$ cat config.mk
export PLATFORM = sky130hd
export DESIGN_NAME = shift_arbiter
export DESIGN_NICKNAME = d
export VERILOG_FILES = /design/src/rtl/shift_arb_pkg.sv /design/src/rtl/mips8_shift.sv /design/src/rtl/shift_arb_grant.sv /design/src/rtl/shift_arbiter.sv
export SDC_FILE = /design/constraint.sdc
export NUM_CORES = 1
export LEC_CHECK = 0
export ABC_CLOCK_PERIOD_IN_PS = 2150
export BUFFER_PORTS_ARGS = -buffer_cell sky130_fd_sc_hd__buf_2
export CORE_MARGIN = 5
export CORE_UTILIZATION = 53
export DETAILED_ROUTE_END_ITERATION = 8
export GPL_ROUTABILITY_DRIVEN = 0
export PLACE_DENSITY = 0.79
export SLEW_MARGIN = 10
export SYNTH_ARGS = -nofsm -noshare
export SYNTH_HDL_FRONTEND = slang
export SYNTH_HIERARCHICAL = 1
export SYNTH_SLANG_ARGS = --single-unit
$ cat constraint.sdc
create_clock -name clk -period 2.15 [get_ports clk]
set_input_delay 0.1075 -clock clk [delete_from_list [all_inputs] [get_ports clk]]
set_output_delay 0.1075 -clock clk [all_outputs]
set_load 0.03 [all_outputs]
$ cat src/rtl/shift_arb_pkg.sv
// Shared constants and types for the two-requester shift arbiter.
// Optional feature macro: SHIFT_ARB_RR_EN (round-robin grant on ties).
package shift_arb_pkg;

  localparam int unsigned NREQ  = 2;
  localparam int unsigned WIDTH = 8;
  localparam int unsigned AMT_W = 3;
  localparam int unsigned OP_W  = 2;

  localparam logic [OP_W-1:0] SHIFT_SLL  = 2'b00;
  localparam logic [OP_W-1:0] SHIFT_RSVD = 2'b01;
  localparam logic [OP_W-1:0] SHIFT_SRA  = 2'b10;
  localparam logic [OP_W-1:0] SHIFT_SRL  = 2'b11;

  typedef enum logic [1:0] {
    ST_IDLE = 2'd0,
    ST_EXEC = 2'd1,
    ST_RESP = 2'd2
  } state_t;

endpackage

$ cat src/rtl/mips8_shift.sv
// Combinational 8-bit barrel shifter: SLL/SRL zero-fill, SRA sign-fill,
// reserved op passes the operand through.
module mips8_shift
  import shift_arb_pkg::*;
(
  input  logic [WIDTH-1:0] i_data,
  input  logic [AMT_W-1:0] i_amt,
  input  logic [OP_W-1:0]  i_op,
  output logic [WIDTH-1:0] o_result_c
);

  // Select the shift flavour by op code.
  always_comb begin
    o_result_c = i_data;
    case (i_op)
      SHIFT_SLL: o_result_c = i_data << i_amt;
      SHIFT_SRL: o_result_c = i_data >> i_amt;
      SHIFT_SRA: o_result_c = WIDTH'($signed(i_data) >>> i_amt);
      default:   o_result_c = i_data;
    endcase
  end

endmodule

$ cat src/rtl/shift_arb_grant.sv
// One-hot grant for two requesters.
// SHIFT_ARB_RR_EN defined: ties go to the index that did not win last.
// Undefined: requester 0 has fixed priority.
module shift_arb_grant
  import shift_arb_pkg::*;
(
  input  logic [NREQ-1:0] i_req_valid,
`ifdef SHIFT_ARB_RR_EN
  input  logic            i_rr_last,
`endif
  output logic [NREQ-1:0] o_grant_c
);

`ifdef SHIFT_ARB_RR_EN
  // Round-robin on a tie, otherwise grant the lone requester.
  always_comb begin
    o_grant_c = '0;
    if (&i_req_valid) begin
      o_grant_c = i_rr_last ? 2'b01 : 2'b10;
    end else begin
      o_grant_c = i_req_valid;
    end
  end
`else
  // Fixed priority: requester 0 first.
  always_comb begin
    o_grant_c = '0;
    if (i_req_valid[0]) begin
      o_grant_c = 2'b01;
    end else if (i_req_valid[1]) begin
      o_grant_c = 2'b10;
    end
  end
`endif

endmodule

$ cat src/rtl/shift_arbiter.sv
// Shares one mips8_shift unit between two valid/ready requesters.
// One op in flight: IDLE (accept) -> EXEC (shift, capture) -> RESP (hold until taken).
// Optional feature macro: SHIFT_ARB_RR_EN (round-robin instead of fixed priority).
module shift_arbiter
  import shift_arb_pkg::*;
(
  input  logic                    clk,
  input  logic                    rst,
  input  logic [NREQ-1:0]         req_valid,
  output logic [NREQ-1:0]         req_ready,
  input  logic [NREQ*WIDTH-1:0]   req_data,
  input  logic [NREQ*AMT_W-1:0]   req_amt,
  input  logic [NREQ*OP_W-1:0]    req_op,
  output logic [NREQ-1:0]         rsp_valid,
  input  logic [NREQ-1:0]         rsp_ready,
  output logic [WIDTH-1:0]        rsp_data
);

  state_t           r_state;
  logic [WIDTH-1:0] r_data;
  logic [AMT_W-1:0] r_amt;
  logic [OP_W-1:0]  r_op;
  logic             r_owner;
  logic [NREQ-1:0]  r_rsp_valid;
  logic [WIDTH-1:0] r_rsp_data;
`ifdef SHIFT_ARB_RR_EN
  logic             r_rr_last;
`endif

  logic [NREQ-1:0]  w_grant;
  logic             w_sel;
  logic             w_accept;
  logic [WIDTH-1:0] w_sel_data;
  logic [AMT_W-1:0] w_sel_amt;
  logic [OP_W-1:0]  w_sel_op;
  logic [WIDTH-1:0] w_shift_result;

  shift_arb_grant u_grant (
    .i_req_valid (req_valid),
`ifdef SHIFT_ARB_RR_EN
    .i_rr_last   (r_rr_last),
`endif
    .o_grant_c   (w_grant)
  );

  // The shifter only ever sees the operand registers.
  mips8_shift u_shift (
    .i_data     (r_data),
    .i_amt      (r_amt),
    .i_op       (r_op),
    .o_result_c (w_shift_result)
  );

  // Ready is offered to the granted requester only while idle and out of reset.
  always_comb begin
    req_ready = '0;
    if ((r_state == ST_IDLE) && !rst) begin
      req_ready = w_grant;
    end
  end

  // Accept decode and operand mux for the granted requester.
  always_comb begin
    w_accept   = (r_state == ST_IDLE) && (|w_grant);
    w_sel      = w_grant[1];
    w_sel_data = req_data[WIDTH-1:0];
    w_sel_amt  = req_amt[AMT_W-1:0];
    w_sel_op   = req_op[OP_W-1:0];
    if (w_sel) begin
      w_sel_data = req_data[2*WIDTH-1:WIDTH];
      w_sel_amt  = req_amt[2*AMT_W-1:AMT_W];
      w_sel_op   = req_op[2*OP_W-1:OP_W];
    end
  end

  // Control FSM with registered operands, owner and response.
  always_ff @(posedge clk) begin
    if (rst) begin
      r_state     <= ST_IDLE;
      r_data      <= '0;
      r_amt       <= '0;
      r_op        <= '0;
      r_owner     <= 1'b0;
      r_rsp_valid <= '0;
      r_rsp_data  <= '0;
`ifdef SHIFT_ARB_RR_EN
      r_rr_last   <= 1'b1;
`endif
    end else begin
      case (r_state)
        ST_IDLE: begin
          if (w_accept) begin
            r_data    <= w_sel_data;
            r_amt     <= w_sel_amt;
            r_op      <= w_sel_op;
            r_owner   <= w_sel;
`ifdef SHIFT_ARB_RR_EN
            r_rr_last <= w_sel;
`endif
            r_state   <= ST_EXEC;
          end
        end
        ST_EXEC: begin
          r_rsp_data  <= w_shift_result;
          r_rsp_valid <= r_owner ? 2'b10 : 2'b01;
          r_state     <= ST_RESP;
        end
        ST_RESP: begin
          if (rsp_ready[r_owner]) begin
            r_rsp_valid <= '0;
            r_state     <= ST_IDLE;
          end
        end
        default: begin
          r_rsp_valid <= '0;
          r_state     <= ST_IDLE;
        end
      endcase
    end
  end

  assign rsp_valid = r_rsp_valid;
  assign rsp_data  = r_rsp_data;

endmodule

==> results.txt <==
----------------------------------------------------
[STA]
  Fmax achieved ... between 500 and 600 MHz
  Post-layout minimum cycle time ... between 1500 and 2000 ps
  Setup TNS ... 0 ps
  Transition time at the pin with the least slew margin ... between 500 and 600 ps
  Maximum clock skew at final layout ... around 2.6 ps
  Worst slew margin relative to its limit ... 0.618
  Crit share post-route ... 0.841
  Unrepaired setup endpoints after global routing ... no
  Final Slew Violations ... 0
  Final setup violation count ... 0
  Setup ws final ... around 340 ps
  Endpoints failing hold ... 0

[Worst setup path]
  Data required time of the critical path ... roughly 2300 ps
  Data arrival time of the critical path ... approximately 2000 ps
  Worst-path fanout max ... 17
  Cell with the largest stage delay on the worst path ... sky130_fd_sc_hd__dfxtp_1
  Worst Setup Start Kind ... flip-flop
  Slowest Stage Delay on Critical Path ... roughly 650 ps
  Critical Setup Path Class ... reg2reg
  Ordered list of cells on the worst path ... nand2b_1, o21ai_0, a2111oi_0, a211oi_1, nand2_1, a21oi_1
  Crit path capture type ... flip-flop

[Yosys]
  Post-Syn Nets ... ~250
  Share of synthesized flip-flops with an asynchronous set or reset ... 0
  Cell area after technology mapping ... around 1800 sq um
  Number of enable-type register cells in the synthesized netlist ... 0
  Flops & latches, synth ... 26
  Post-synthesis sequential area ratio ... 0.283
  Synth top area share ... 0.283
  Mean area per synthesized cell ... approximately 8.4 sq um
  Top cell type by total area after synthesis ... sky130_fd_sc_hd__dfxtp_1
  Count of warnings emitted by yosys ... 6
  Predominant post-synthesis flop cell ... sky130_fd_sc_hd__dfxtp_1
  Number of cells produced by synthesis ... 219
  Number of unique standard cell types used by synthesis ... between 40 and 50
  Cells taking the most area after synthesis ... sky130_fd_sc_hd__dfxtp_1 (28%), sky130_fd_sc_hd__mux2i_1 (16%), sky130_fd_sc_hd__a21oi_1 (7.6%)

[Clock network]
  Number of buffers created by CTS ... 3
  Sinks on the clock net ... 26
  Number of hold buffers added after cts ... 0
  H-Tree Level Count ... 1
  CTS tree ... built
  CTS-repair resized insts ... 0
  Clock slew at reported path FFs ... 130 ps
  Bufs on Longest Clock Path ... 2
  Clk Latency, worst-skew pair ... between 300 and 400 ps
  Cell at the root of the clock tree ... sky130_fd_sc_hd__clkbuf_4
  Post-CTS setup buffer count ... 0

[Floorplan]
  Die X-Extent ... approximately 70 microns
  Number of rows created at floorplan ... 21
  Floorplan die height ... 68.9 microns
  Die ar. ... 4750 sq um
  Core Region ... roughly 3300 sq um
  Count of boundary I/O pins ... 44
  Initial Utilization ... 0.551

[Placed design]
  DP Wirelength ... roughly 3.2 mm
  Worst slack after detailed placement ... between 300 and 400 ps
  Port Buffer Count ... 43
  Area of placed instances ... between 2000 and 2500 sq um

[GRT]
  Wire length of the first global-routing pass ... between 7 and 8 mm
  Overflow left after global routing ... 0
  Maximum number of pins on one net before global-route repair ... 29
  Number of global-route vias before repair ... roughly 1600
  Antenna violations before repair ... 0
  Total GRT Usage ... 0.203

[Route]
  Vias ... 1776
  Aggregate routed wire length ... 4.37 mm
  Post-route antenna net violation count ... 0
  DRC marker count from the first detailed-route iteration ... roughly 230
  First-pass iteration count of the detailed router ... 4
  Remaining design rule violation count ... 0
  Per-cell routed wire length ... about 15 microns
  Vias per cell ... between 6 and 7

[Power]
  IR drop worst, VDD ... between 0.3 and 0.4 mV
  PD cells ... about 640 nW/um^2
  Leakage power total ... about 0.00081 uW

[Finish]
  Post-Route Utilization ... 0.616
  Share of cells above drive strength 1 ... 0.269
  Final std cell area, no fill ... 2060 sq um
  Count of filler cells inserted in the layout ... approximately 320
  Layout Area Growth over Synthesis ... 11.8%
  Antenna cells ... 0
  Final-stage net count ... roughly 280

[Hold path]
  Class of the worst hold path ... in2reg

[Job]
  Max-cap viol count ... 0

[Outcome]
  Result of the run ... finished clean

----------------------------------------------------
==> final timing paths <==
kind | startpoint | cells after the start | endpoint | slack (ps)
setup / recovery | r_op[0] | 6 | rsp_data[6] | 340
setup reg to reg | r_op[0] | 6 | rsp_data[6] | 340
hold / removal | req_data[5] | 3 | r_data[5] | 120
hold reg to reg | rsp_data[7] | 2 | rsp_data[7] | 460
==> flip-flops by register name, summed over array words and instances (netlist names) <==
| register | flops |
|---|---|
| r_amt | 3 |
| r_op | 2 |
| r_data | 8 |
| r_owner | 1 |
| r_state | 2 |
| rsp_valid | 2 |
| rsp_data | 8 |
==> logic make-up after synthesis <==
kind of cell           after synthesis  synth area share
and+or+nand+nor                     62             0.174
buffers and inverters               25            0.0776
muxes                               32             0.182
AOI/OAI and AO/OA                   74             0.284
DFF                                 26             0.283
==> area by class of cell <==
| class | instances | area (sq um) | share of cell area |
|---|---|---|---|
| Multi-Input combinational cell | 168 | 1180 | 0.572 |
| Sequential cell | 26 | 520 | 0.253 |
| Timing Repair Buffer | 48 | 265 | 0.129 |
| Tap cell | 46 | 57.6 | 0.0280 |
| Clock buffer | 3 | 22.5 | 0.0109 |
| Inverter | 4 | 15.0 | 0.00730 |
==> worst max-delay path, delay by kind of cell, from the launching register on <==
kind / cells / cell delay [ps]
compound gates: 4 / 740
flops: 1 / 650
simple gates: 2 / 300
==> Yosys cell counts (6+ instances only) <==
master and n:
sky130_fd_sc_hd__a211oi_2 9, sky130_fd_sc_hd__a21oi_1 28, sky130_fd_sc_hd__buf_2 6, sky130_fd_sc_hd__clkbuf_1 7, sky130_fd_sc_hd__dfxtp_1 26, sky130_fd_sc_hd__mux2i_1 30, sky130_fd_sc_hd__nand2_1 22, sky130_fd_sc_hd__nor2_1 10
sky130_fd_sc_hd__o21ai_0 8
==> metrics by stage <==
stage / hold slack (ps) / total power [uW] / instances
after floorplan: 342 / 1000 / 219
after global placement: 442 / 1110 / 292
after detailed placement: 444 / 1120 / 292
after CTS: 119 / 1320 / 295
after global routing: 118 / 1410 / 295
final: 122 / 1310 / 295
==> per-layer routing <==
layer / wire length [microns] / vias to the layer above / global-route usage / part of all wire
li1: - / 875 / - / -
met1: 1950 / 836 / 0.280 / 0.45
met2: 2120 / 61 / 0.329 / 0.48
met3: 277 / 4 / 0.0357 / 0.063
met4: 21 / 0 / 0.0487 / 0.0048
met5: 0 / - / 0 / 0
==> placed cells by master, fill, tap and decap left out, drive strengths merged, types with 2 or more instances in the layout <==
master  instances
buf            48
nand3b          4
o211ai          5
o21ai           8
a221oi          3
a31oi           2
or2             2
a22oi           2
clkbuf          3
and3            2
nor3            3
nor2           10
mux2i          30
nand3           5
a21oi          29
a211oi         14
nand2          22
nand2b          3
a41oi           2
o22ai           2
nor2b           5
nor4b           2
inv             4
and2            2
dfxtp          26
==> where the power goes <==
| part | internal, uW | switching (uW) |
|---|---|---|
| combinational | 224 | 291 |
| sequential | 529 | 74.1 |
| clock | 65.5 | 130 |
| total | 818 | 496 |
No activity file was read; power rests on OpenSTA's default activity.
